File: src/rtl/sayeh_mem_arbiter_if.sv
// Bus bundle for the SAYEH memory arbiter: CPU strobes, DMA port and external memory side.
// slave is the arbiter's view; master is the view of the requesters plus memory.
interface sayeh_mem_arbiter_if #(
    parameter int AW = 16,
    parameter int DW = 16
);
    logic          cpu_rd;
    logic          cpu_wr;
    logic [AW-1:0] cpu_addr;
    logic [DW-1:0] cpu_wdata;
    logic [DW-1:0] cpu_rdata;
    logic          cpu_done;
    logic          dma_req;
    logic          dma_we;
    logic [AW-1:0] dma_addr;
    logic [DW-1:0] dma_wdata;
    logic [DW-1:0] dma_rdata;
    logic          dma_done;
    logic          cpu_gnt;
    logic          dma_gnt;
    logic          bus_err;
    logic          mem_read;
    logic          mem_write;
    logic [AW-1:0] mem_addr;
    logic [DW-1:0] mem_wdata;
    logic [DW-1:0] mem_rdata;
    logic          MemDataready;

    modport slave (
        input  cpu_rd, cpu_wr, cpu_addr, cpu_wdata,
        input  dma_req, dma_we, dma_addr, dma_wdata,
        input  mem_rdata, MemDataready,
        output cpu_rdata, cpu_done, dma_rdata, dma_done,
        output cpu_gnt, dma_gnt, bus_err,
        output mem_read, mem_write, mem_addr, mem_wdata
    );

    modport master (
        output cpu_rd, cpu_wr, cpu_addr, cpu_wdata,
        output dma_req, dma_we, dma_addr, dma_wdata,
        output mem_rdata, MemDataready,
        input  cpu_rdata, cpu_done, dma_rdata, dma_done,
        input  cpu_gnt, dma_gnt, bus_err,
        input  mem_read, mem_write, mem_addr, mem_wdata
    );
endinterface

File: src/rtl/sayeh_mem_arbiter.sv
// Two-requester (CPU, DMA) arbiter for SAYEH's single memory port.
// One transfer in flight, MemDataready handshake, timeout abort, anti-starvation streak counter.
module sayeh_mem_arbiter #(
    parameter int AW         = 16,
    parameter int DW         = 16,
    parameter int CPU_STREAK = 4,
    parameter int TIMEOUT    = 255
) (
    input  logic clk,
    input  logic ExternalReset,
    sayeh_mem_arbiter_if.slave bus
);
    localparam int SW = (CPU_STREAK < 1) ? 1 : $clog2(CPU_STREAK + 1);
    localparam logic [SW-1:0] STREAK_MAX = SW'(CPU_STREAK);
    localparam logic [7:0]    TIMEOUT_C  = 8'(TIMEOUT);

    typedef enum logic [1:0] {
        IDLE,
        XFER,
        GAP
    } state_t;

    state_t        state_q;
    logic [SW-1:0] streak_q;
    logic [7:0]    wait_q;
    logic [7:0]    wait_d;
    logic [DW-1:0] cpu_rdata_q;
    logic [DW-1:0] dma_rdata_q;
    logic          cpu_done_q;
    logic          dma_done_q;
    logic          cpu_gnt_q;
    logic          dma_gnt_q;
    logic          bus_err_q;
    logic          mem_read_q;
    logic          mem_write_q;
    logic [AW-1:0] mem_addr_q;
    logic [DW-1:0] mem_wdata_q;

    logic cpu_req;
    logic grant_dma;
    logic grant_cpu;

    // DMA wins when alone, or when the CPU has used up its streak while DMA waited.
    always_comb begin
        cpu_req   = bus.cpu_rd | bus.cpu_wr;
        grant_dma = bus.dma_req && (!cpu_req || (streak_q == STREAK_MAX));
        grant_cpu = cpu_req && !grant_dma;
        wait_d    = wait_q + 8'd1;
    end

    always_ff @(posedge clk) begin
        if (ExternalReset) begin
            state_q     <= IDLE;
            streak_q    <= '0;
            wait_q      <= '0;
            cpu_rdata_q <= '0;
            dma_rdata_q <= '0;
            cpu_done_q  <= 1'b0;
            dma_done_q  <= 1'b0;
            cpu_gnt_q   <= 1'b0;
            dma_gnt_q   <= 1'b0;
            bus_err_q   <= 1'b0;
            mem_read_q  <= 1'b0;
            mem_write_q <= 1'b0;
            mem_addr_q  <= '0;
            mem_wdata_q <= '0;
        end else begin
            cpu_done_q <= 1'b0;
            dma_done_q <= 1'b0;
            bus_err_q  <= 1'b0;
            case (state_q)
                IDLE: begin
                    if (grant_dma) begin
                        mem_addr_q  <= bus.dma_addr;
                        mem_wdata_q <= bus.dma_wdata;
                        mem_read_q  <= !bus.dma_we;
                        mem_write_q <= bus.dma_we;
                        dma_gnt_q   <= 1'b1;
                        streak_q    <= '0;
                        wait_q      <= '0;
                        state_q     <= XFER;
                    end else if (grant_cpu) begin
                        // Read has priority when both CPU strobes are high.
                        mem_addr_q  <= bus.cpu_addr;
                        mem_wdata_q <= bus.cpu_wdata;
                        mem_read_q  <= bus.cpu_rd;
                        mem_write_q <= !bus.cpu_rd;
                        cpu_gnt_q   <= 1'b1;
                        if (!bus.dma_req)
                            streak_q <= '0;
                        else if (streak_q != STREAK_MAX)
                            streak_q <= streak_q + 1'b1;
                        wait_q      <= '0;
                        state_q     <= XFER;
                    end
                end
                XFER: begin
                    if (bus.MemDataready || (wait_d == TIMEOUT_C)) begin
                        if (bus.MemDataready && mem_read_q) begin
                            if (cpu_gnt_q)
                                cpu_rdata_q <= bus.mem_rdata;
                            else
                                dma_rdata_q <= bus.mem_rdata;
                        end
                        bus_err_q   <= !bus.MemDataready;
                        cpu_done_q  <= cpu_gnt_q;
                        dma_done_q  <= dma_gnt_q;
                        cpu_gnt_q   <= 1'b0;
                        dma_gnt_q   <= 1'b0;
                        mem_read_q  <= 1'b0;
                        mem_write_q <= 1'b0;
                        state_q     <= GAP;
                    end else begin
                        wait_q <= wait_d;
                    end
                end
                GAP:     state_q <= IDLE;
                default: state_q <= IDLE;
            endcase
        end
    end

    assign bus.cpu_rdata = cpu_rdata_q;
    assign bus.dma_rdata = dma_rdata_q;
    assign bus.cpu_done  = cpu_done_q;
    assign bus.dma_done  = dma_done_q;
    assign bus.cpu_gnt   = cpu_gnt_q;
    assign bus.dma_gnt   = dma_gnt_q;
    assign bus.bus_err   = bus_err_q;
    assign bus.mem_read  = mem_read_q;
    assign bus.mem_write = mem_write_q;
    assign bus.mem_addr  = mem_addr_q;
    assign bus.mem_wdata = mem_wdata_q;
endmodule

File: src/flat_wrapper.sv
// flat-port wrapper written by rule: the top's interface ports become plain ports
module sayeh_mem_arbiter_flat 
#(
    parameter int AW         = 16,
    parameter int DW         = 16,
    parameter int CPU_STREAK = 4,
    parameter int TIMEOUT    = 255
)
  (clk, ExternalReset, bus_cpu_rd, bus_cpu_wr, bus_cpu_addr, bus_cpu_wdata, bus_dma_req, bus_dma_we, bus_dma_addr, bus_dma_wdata, bus_mem_rdata, bus_MemDataready, bus_cpu_rdata, bus_cpu_done, bus_dma_rdata, bus_dma_done, bus_cpu_gnt, bus_dma_gnt, bus_bus_err, bus_mem_read, bus_mem_write, bus_mem_addr, bus_mem_wdata);
  sayeh_mem_arbiter_if #(.AW(AW), .DW(DW)) bus_i ();
  input  logic clk;
  input  logic ExternalReset;
  input wire logic [$bits(bus_i.cpu_rd)-1:0] bus_cpu_rd;
  input wire logic [$bits(bus_i.cpu_wr)-1:0] bus_cpu_wr;
  input wire logic [$bits(bus_i.cpu_addr)-1:0] bus_cpu_addr;
  input wire logic [$bits(bus_i.cpu_wdata)-1:0] bus_cpu_wdata;
  input wire logic [$bits(bus_i.dma_req)-1:0] bus_dma_req;
  input wire logic [$bits(bus_i.dma_we)-1:0] bus_dma_we;
  input wire logic [$bits(bus_i.dma_addr)-1:0] bus_dma_addr;
  input wire logic [$bits(bus_i.dma_wdata)-1:0] bus_dma_wdata;
  input wire logic [$bits(bus_i.mem_rdata)-1:0] bus_mem_rdata;
  input wire logic [$bits(bus_i.MemDataready)-1:0] bus_MemDataready;
  output wire logic [$bits(bus_i.cpu_rdata)-1:0] bus_cpu_rdata;
  output wire logic [$bits(bus_i.cpu_done)-1:0] bus_cpu_done;
  output wire logic [$bits(bus_i.dma_rdata)-1:0] bus_dma_rdata;
  output wire logic [$bits(bus_i.dma_done)-1:0] bus_dma_done;
  output wire logic [$bits(bus_i.cpu_gnt)-1:0] bus_cpu_gnt;
  output wire logic [$bits(bus_i.dma_gnt)-1:0] bus_dma_gnt;
  output wire logic [$bits(bus_i.bus_err)-1:0] bus_bus_err;
  output wire logic [$bits(bus_i.mem_read)-1:0] bus_mem_read;
  output wire logic [$bits(bus_i.mem_write)-1:0] bus_mem_write;
  output wire logic [$bits(bus_i.mem_addr)-1:0] bus_mem_addr;
  output wire logic [$bits(bus_i.mem_wdata)-1:0] bus_mem_wdata;
  assign bus_i.cpu_rd = bus_cpu_rd;
  assign bus_i.cpu_wr = bus_cpu_wr;
  assign bus_i.cpu_addr = bus_cpu_addr;
  assign bus_i.cpu_wdata = bus_cpu_wdata;
  assign bus_i.dma_req = bus_dma_req;
  assign bus_i.dma_we = bus_dma_we;
  assign bus_i.dma_addr = bus_dma_addr;
  assign bus_i.dma_wdata = bus_dma_wdata;
  assign bus_i.mem_rdata = bus_mem_rdata;
  assign bus_i.MemDataready = bus_MemDataready;
  assign bus_cpu_rdata = bus_i.cpu_rdata;
  assign bus_cpu_done = bus_i.cpu_done;
  assign bus_dma_rdata = bus_i.dma_rdata;
  assign bus_dma_done = bus_i.dma_done;
  assign bus_cpu_gnt = bus_i.cpu_gnt;
  assign bus_dma_gnt = bus_i.dma_gnt;
  assign bus_bus_err = bus_i.bus_err;
  assign bus_mem_read = bus_i.mem_read;
  assign bus_mem_write = bus_i.mem_write;
  assign bus_mem_addr = bus_i.mem_addr;
  assign bus_mem_wdata = bus_i.mem_wdata;
  sayeh_mem_arbiter #(.AW(AW), .DW(DW), .CPU_STREAK(CPU_STREAK), .TIMEOUT(TIMEOUT)) u_core (.clk(clk), .ExternalReset(ExternalReset), .bus(bus_i));
endmodule
File: config.mk
export PLATFORM = sky130hd
export DESIGN_NAME = sayeh_mem_arbiter_flat
export DESIGN_NICKNAME = d
export VERILOG_FILES = /design/src/rtl/sayeh_mem_arbiter_if.sv /design/src/rtl/sayeh_mem_arbiter.sv /design/src/flat_wrapper.sv
export SDC_FILE = /design/constraint.sdc
export NUM_CORES = 1
export LEC_CHECK = 0
export ABC_CLOCK_PERIOD_IN_PS = 2400
export CAP_MARGIN = 10
export CORE_ASPECT_RATIO = 1.4
export CORE_MARGIN = 5
export CORE_UTILIZATION = 42
export CTS_CLUSTER_DIAMETER = 200
export CTS_CLUSTER_SIZE = 24
export DETAILED_ROUTE_END_ITERATION = 6
export PLACE_DENSITY = 0.77
export SYNTH_ARGS = -nofsm -noshare
export SYNTH_HDL_FRONTEND = slang
export SYNTH_SLANG_ARGS = --single-unit
File: constraint.sdc
create_clock -name clk -period 2.4 [get_ports clk]
set_clock_uncertainty 0.05 [all_clocks]
set_input_delay 0.6 -clock clk [delete_from_list [all_inputs] [get_ports clk]]
set_output_delay 0.6 -clock clk [all_outputs]
set_load 0.02 [all_outputs]
==> summary.txt <==
Routing
  • Via count: 3559
  • DR WL/cell: 14.99 microns
  • DR iter-0 viols: 107
  • Post-route ant nets: 0
  • Post-Route WL: 10.12 mm
  • Vias per cell: 5.273
  • DR pass1 iterations: 5
  • DRC Markers: 0

Critical path
  • Worst EP required: 2.59 ns
  • Kind of critical path: in2reg
  • Critical path capture point type: flop
  • Reg2Reg Capture Point: u_core.bus.mem_read$_SDFFE_PP0P_
  • CP bufs+invs: 2
  • CP arrival: 2.25 ns
  • FF-to-FF path depth: 6
  • Critical-path cell list: clkdlybuf4s50_1, or2_2, a21bo_2, buf_12, mux2i_1, a211oi_1
  • Slowest-stage cell, CP: clkdlybuf4s50_1
  • Worst r2r src: u_core.wait_q[0]$_SDFFE_PP0P_
  • CP Launch Point: bus_cpu_rd
  • Crit path to: u_core.bus.mem_wdata[1]$_SDFFE_PP0P_
  • CP peak stage delay: 0.41 ns
  • Worst R2R Setup Slack: 0.39 ns
  • CP Depth: 6
  • CP Max Fanout: 33
  • CP delay by family, top: buffers and inverters
  • Worst setup SP type: input pin

Global route
  • Number of global-route vias before repair: 3527
  • Overall Global Routing Usage: 19.48%
  • First-pass GRT wire length: 16.22 mm
  • Largest net degree at the start of global routing: 66
  • Grt ovf: 0
  • Initial antenna violation count: 0

Cells and area
  • Ant diodes: 0
  • Area grow syn2layout: 55.82%
  • Non-Filler Instances: 675
  • Proportion of layout cells with a drive suffix above 1: 6.981%
  • Nets: 659
  • Most frequent cells in the layout: clkdlybuf4s50_1, dfxtp_1, nand2_1, nor2_1, a21oi_1
  • Most common cell after layout, fill and taps aside: clkdlybuf4s50_1
  • Fillers: 681

Logic synthesis
  • Post-synth cell types: 43
  • Number of flops mapped to enable cells by yosys: 0
  • Synth top area cells: dfxtp_1, mux2i_1, nand2_1
  • Synth warn: 0
  • Asr flop ratio synth: 0%
  • Mapped Area: 3571 sq um
  • Synth Register Bits: 84
  • Sequential-to-total area share from yosys stat: 47.09%
  • Instance count of the mapped netlist: 413
  • Syn nets: 504
  • Primary FF master, synth: dfxtp_1
  • Cell type with the highest aggregate area in the netlist: dfxtp_1
  • Post-synth top area share: 47.09%
  • Syn_area_per_cell: 8.646 sq um

Power
  • P_leak: 2.166 nW
  • PD cells: 633.6 nW/um^2
  • Worst vdd rail ir drop: 0.0003884 V

Clock tree
  • Clk root buf: clkbuf_16
  • Clock tree from TritonCTS: yes
  • Clock slew at reported path FFs: 0.06 ns
  • CTS Buf Count: 9
  • Clock latency on the worst-skew pair: 0.33 ns
  • Hold buffer count at CTS: 0
  • Post-cts gate resize count: 0
  • Post-CTS setup buffer count: 0
  • Max Root-Sink Buffers: 2
  • H-tree depth: 3
  • Clk sink count: 84

STA
  • Final Setup Violations: 0
  • Slew margin rel.: 74.66%
  • Final min period: 2.060 ns
  • Hold_ws: 0.4033 ns
  • Worst-margin pin slew: 0.3800 ns
  • FMAX: 485.4 MHz
  • Period utilization: 85.85%
  • Pins Over Slew Limit: 0
  • Setup TNS: 0 ns
  • RSZ-0062 raised after global routing: false
  • Hold Fails Final Rpt: 0

Hold path
  • Hold-critical path depth: 2
  • HP Class: reg2reg

Placement
  • Port Buffers: 157
  • Detailed Place HPWL: 7.669 mm
  • Routability Congestion: 0.8828
  • DP Cell Count: 659

Run
  • Max-Cap Viols: 0

Die
  • Full die area: 10470 sq um
  • # rows: 39
  • Core region area: 8247 sq um
  • Initial core utilization: 43.30%
  • Die W: 87.93 microns
  • IO Pins: 158
  • Die height: 119.1 microns

Status
  • Status: completed
-- metal layers --
| metal | vias to the layer above | wire (microns) | global-route usage [%] |
|---|---|---|---|
| li1 | 1766 | - | - |
| met1 | 1606 | 3851 | 21.48 |
| met2 | 165 | 4804 | 32.31 |
| met3 | 22 | 1210 | 7.459 |
| met4 | 0 | 252 | 9.309 |
| met5 | - | 0 | 0 |
-- report_power, final --
group | total [mW] | switching (mW) | internal (mW)
registers | 1.53 | 0.0489 | 1.48
clock network | 1.31 | 0.529 | 0.784
logic | 0.687 | 0.332 | 0.356
total | 3.53 | 0.910 | 2.62
-- tightest hold or removal path, cell delays in order (launching register included) --
cell and delay (ns):
dfxtp_1 0.31, nand2_1 0.05, a21oi_1 0.05
-- cell families after synthesis --
logic type | after synthesis | share of synthesized area [%]
buf+inv | 36 | 4.590
fa+ha+maj | 4 | 1.402
flops | 84 | 47.09
simple gates | 153 | 18.64
compound gates | 103 | 19.03
mux | 33 | 9.250
-- final cells by class --
cell class | instances | area [sq um] | area share (%)
clock buffer | 13 | 270.3 | 4.857
clock inverter | 3 | 20.02 | 0.3598
inverter | 7 | 26.28 | 0.4722
multi-input combinational | 293 | 1727 | 31.03
sequential | 84 | 1682 | 30.22
tap | 102 | 127.6 | 2.294
timing repair buffer | 173 | 1712 | 30.76
-- metrics by stage --
step / instance area (sq um) / total power [mW] / utilization, % / setup slack [ns]
after floorplan: 3571 / 1.872 / - / 0.3882
after global placement: 5274 / 2.231 / 63.95 / 0.1057
after detailed placement: 5274 / 2.245 / 63.95 / 0.003353
after CTS: 5564 / 3.562 / 67.47 / 0.3392
after global routing: 5564 / 3.683 / 67.47 / 0.2407
final: 5564 / 3.525 / 67.47 / 0.3397
-- how the worst min path moves through the flow --
stage                                          start                               endpoint  slack (ns)
2_1_floorplan          u_core.wait_q[7]$_SDFFE_PP0P_          u_core.wait_q[7]$_SDFFE_PP0P_        0.39
3_3_place_gp    u_core.bus.cpu_rdata[5]$_SDFFE_PP0P_   u_core.bus.cpu_rdata[5]$_SDFFE_PP0P_        0.39
3_5_place_dp    u_core.bus.dma_rdata[1]$_SDFFE_PP0P_   u_core.bus.dma_rdata[1]$_SDFFE_PP0P_        0.40
4_1_cts        u_core.bus.cpu_rdata[15]$_SDFFE_PP0P_  u_core.bus.cpu_rdata[15]$_SDFFE_PP0P_        0.41
5_1_grt        u_core.bus.dma_rdata[15]$_SDFFE_PP0P_  u_core.bus.dma_rdata[15]$_SDFFE_PP0P_        0.42
6_report       u_core.bus.dma_rdata[15]$_SDFFE_PP0P_  u_core.bus.dma_rdata[15]$_SDFFE_PP0P_        0.40
-- state kept, by name (all words and copies together) (netlist names) --
| register | flops |
|---|---|
| u_core.bus.cpu_rdata | 16 |
| u_core.bus.mem_write | 1 |
| u_core.bus.dma_done | 1 |
| u_core.bus.mem_addr | 16 |
| u_core.state_q | 2 |
| u_core.bus.mem_wdata | 16 |
| u_core.streak_q | 3 |
| u_core.bus.bus_err | 1 |
| u_core.wait_q | 8 |
| u_core.bus.mem_read | 1 |
| u_core.bus.cpu_done | 1 |
| u_core.bus.dma_gnt | 1 |
| u_core.bus.cpu_gnt | 1 |
| u_core.bus.dma_rdata | 16 |
-- cells in the mapped netlist, types with 5 or more instances --
master,number
clkbuf_1,19
a211oi_1,32
inv_1,7
o211ai_1,7
nor2_1,44
dfxtp_1,84
nor3_1,6
buf_2,5
a21oi_1,40
mux2i_1,33
nand3_1,8
nand2_1,72
Power figures use the tool's default switching activity.
==> RTL edit 1 (same flow settings) <==
`DW` is set to 16 in 3 places; all go to 18.
--- a/src/rtl/sayeh_mem_arbiter_if.sv
+++ b/src/rtl/sayeh_mem_arbiter_if.sv
@@ -2,7 +2,7 @@
 // slave is the arbiter's view; master is the view of the requesters plus memory.
 interface sayeh_mem_arbiter_if #(
     parameter int AW = 16,
-    parameter int DW = 16
+    parameter int DW = 18
 );
     logic          cpu_rd;
     logic          cpu_wr;
--- a/src/rtl/sayeh_mem_arbiter.sv
+++ b/src/rtl/sayeh_mem_arbiter.sv
@@ -2,7 +2,7 @@
 // One transfer in flight, MemDataready handshake, timeout abort, anti-starvation streak counter.
 module sayeh_mem_arbiter #(
     parameter int AW         = 16,
-    parameter int DW         = 16,
+    parameter int DW         = 18,
     parameter int CPU_STREAK = 4,
     parameter int TIMEOUT    = 255
 ) (
--- a/src/flat_wrapper.sv
+++ b/src/flat_wrapper.sv
@@ -2,7 +2,7 @@
 module sayeh_mem_arbiter_flat 
 #(
     parameter int AW         = 16,
-    parameter int DW         = 16,
+    parameter int DW         = 18,
     parameter int CPU_STREAK = 4,
     parameter int TIMEOUT    = 255
 )
Ports: changed (6 resized); port bits go from 158 to 170. No check against the original RTL was run, so the function may have changed too.
==> RTL edit 1 against the original RTL <==
- critical path depth is 1 higher
- global-route usage grew 1.1 points
- register-to-register slack worse by 0.20 ns
- combinational power up 4.9%
- sequential cell count rose by 6
- wire length up 7.1%
- total power up 6.3%
- cell area grew 4.9%
- area after synthesis grew 4.3%
- die area increased by 3.9%
- worst setup slack got worse by 0.15 ns
- sequential share of layout area increased by 0.63 points
- core utilization increased by 0.36 points
- critical endpoint is now u_core.wait_q[5]$_SDFFE_PP0P_
==> RTL edit 1: results (changes against the original RTL) <==
Multi-input combinational area share: 0.303 (-0.00713)
Adder-cell share of the synthesized area: 0.0134 (-0.000579)
Maximum vdd drop: 0.000401 V (+3.1%)
Critical path endpoint: u_core.wait_q[5]$_SDFFE_PP0P_
Clock buffers: 11 (-2)
Post-synthesis sequential area ratio: 0.484 (+0.0128)
Multi-In Gates: 308 (+5.1%)
R2R Path End: u_core.wait_q[5]$_SDFFE_PP0P_
Total routed wirelength: 10800 microns (+7.1%)
Met1 WL: 4060 microns (+5.5%)
Layout cells sized above 1: 0.0661 (-0.00369)
Outcome: finished clean
IO buf count: 169 (+7.6%)
Leakage: 2.27 nW (+4.8%)
Hold Path End: u_core.bus.cpu_rdata[12]$_SDFFE_PP0P_
DR WL met2: 5130 microns (+6.8%)
Largest net degree at the start of global routing: 69 (+4.5%)
Met3 Use GR: 0.103 (+0.0287)
Synth unique cells: 37 (-14%)
Crit-path leading delay family: compound AO/OA/AOI/OAI gates
Crit. Startpoint: u_core.wait_q[1]$_SDFFE_PP0P_
Synthesized-area fraction occupied by xor and xnor cells: 0.00470 (+0.00470)
DP HPWL: 8450 microns (+10%)
Net count after synthesis: 534 (+6.0%)
Fillers: 720 (+5.7%)
Routability congestion estimate: 0.811 (-8.1%)
Arr. time, crit path: 2.43 ns (+0.18 ns)
Final Net Count: 697 (+5.8%)
## RTL edit 1: cell types whose count changed after synthesis, moves of 3 or more
cell	before	now
o21ai_1	1	4
nor2_1	44	47
inv_1	7	10
dfxtp_1	84	90
buf_4	4	0
nand2_1	72	81
clkbuf_1	19	23
nand3_1	8	11
o211ai_1	7	0
## RTL edit 1: stage by stage
stage	setup slack (ns)	cells	total power [mW]	hold slack, ns	area (sq um)
after floorplan	0.411	437	2.00	0.390	3720
after CTS	0.208	710	3.79	0.406	5840
after global routing	0.0141	710	3.92	0.421	5840
after global placement	0.0568	694	2.38	0.393	5540
after detailed placement	0.00303	694	2.39	0.398	5540
final	0.190	710	3.75	0.403	5840
## RTL edit 1: power by group
part           leakage, nW  internal, mW  total [mW]  switching (mW)
combinational         1.38         0.372       0.721           0.349
clock                0.149         0.831        1.39           0.558
sequential           0.736          1.58        1.64          0.0546
total                 2.27          2.78        3.75           0.962
==> RTL edit 2 (config.mk and constraints unchanged) <==
Made on the original files. Make the reset (`ExternalReset`) asynchronous in one clocked block.
--- a/src/rtl/sayeh_mem_arbiter.sv
+++ b/src/rtl/sayeh_mem_arbiter.sv
@@ -48,7 +48,7 @@
         wait_d    = wait_q + 8'd1;
     end
 
-    always_ff @(posedge clk) begin
+    always_ff @(posedge clk or posedge ExternalReset) begin
         if (ExternalReset) begin
             state_q     <= IDLE;
             streak_q    <= '0;
Check against the original RTL: differs if ExternalReset is asserted again (counterexample within 4 cycles, from zero or initial values and one cycle with ExternalReset high); with ExternalReset held inactive, the same outputs for 4 cycles.
==> RTL edit 2 against the original RTL <==
- via count shrank 17%
- non-clock buffer count shrank 6
- register-to-register slack gained 0.05 ns
- area after synthesis grew 5.3%
- sequential cell count is the same
- core utilization grew 0.61 points
- cell area grew 5.9%
- wire length shrank 5.6%
- worst setup slack lost 0.082 ns
- fmax shrank 3.8%
Power is not compared: it rests on default switching activity, and its combinational part moved more than twofold at a synthesized area within 25%.
==> RTL edit 2: results (changes against the original RTL) <==
Outcome: finished clean
Max FO, Critical Path: 5 (-85%)
Routed vias/inst: 4.97 (-5.7%)
Top cells by area, synth: dfrtp_1 (56%), mux2_2 (9.6%), mux2i_1 (9.3%)
Vias in the first global route: 3130 (-11%)
All-Layer GR Usage: 0.175 (-0.0196)
FF-to-FF Start: u_core.wait_q[0]$_DFFE_PP0P_
Routability congestion estimate: 0.795 (-10%)
Asr flop ratio synth: 1.00 (+1.00)
Crit. Startpoint: u_core.bus.cpu_gnt$_DFFE_PP0P_
Net count after synthesis: 409 (-19%)
Largest net degree at the start of global routing: 40 (-39%)
Worst Hold Slack: 0.428 ns (+0.0247 ns)
Fin crit share: 0.893 (+0.0341)
Max stage delay on crit path: 0.68 ns (+0.27 ns)
Initial detailed-routing violation count: 88 (-18%)
Syn_area_per_cell: 11.8 sq um (+37%)
Pre-CTS setup slack: 0.136 ns (+0.133 ns)
Hold Path End: u_core.bus.mem_wdata[7]$_DFFE_PP0P_
Synth unique cells: 44 (+2.3%)
Global-route wire length before repair: 15400 microns (-5.1%)
Worst hold start: u_core.bus.mem_wdata[7]$_DFFE_PP0P_
Critical path endpoint: bus_cpu_gnt
FF-to-FF setup slack: 0.44 ns (+0.05 ns)
Total routed wirelength: 9550 microns (-5.6%)
RTL edit 2: changes by cell type in the layout (fill, tap and decap cells not counted), moves of 4 or more:
cell | unedited run | this run
a21oi_1 | 40 | 4
nand3_1 | 8 | 4
dfxtp_1 | 84 | 0
buf_4 | 14 | 3
buf_12 | 2 | 7
o21ai_0 | 3 | 42
nor3_1 | 6 | 2
nor2_1 | 44 | 6
dfrtp_1 | 0 | 84
a211oi_1 | 32 | 1
o211ai_1 | 7 | 0
nand2_1 | 72 | 46
mux2_2 | 0 | 32
nand2b_1 | 4 | 0
RTL edit 2: kinds of logic (layout without fill, tap and decap cells):
kind of cell             Yosys count  after routing  share of synthesized area
AO/OA/AOI/OAI                     61             61                     0.0988
XOR/XNOR                           2              2                    0.00466
adder cells (fa/ha/maj)            4              4                     0.0133
buffers and inverters             23            193                     0.0313
flip-flops                        84             84                      0.559
multiplexers                      68             68                      0.192
AND/OR/NAND/NOR                   76             76                      0.101
RTL edit 2: area by class of cell:
| class | count | area [sq um] |
|---|---|---|
| inverters | 10 | 41.3 |
| repair buffers | 167 | 1730 |
| clock inverters | 6 | 111 |
| well taps | 105 | 131 |
| flip-flops and latches | 84 | 2100 |
| fillers | 661 | 2760 |
| multi-input cells | 211 | 1550 |
| clock buffers | 10 | 229 |
RTL edit 2: worst register-to-register path, delay by kind of cell, from the launching register on:
kind / cells / cell delay, ns
AOI/OAI and AO/OA: 3 / 0.83
DFF: 1 / 0.40
and+or+nand+nor: 2 / 0.30
adders and majority gates: 1 / 0.27
RTL edit 2: per-layer routing:
metal	global-route usage	up-vias	share of wire
li1	-	1445	-
met1	0.197	1368	0.40
met2	0.294	129	0.48
met3	0.0821	7	0.11
met4	0.0587	0	0.0073
met5	0	-	0
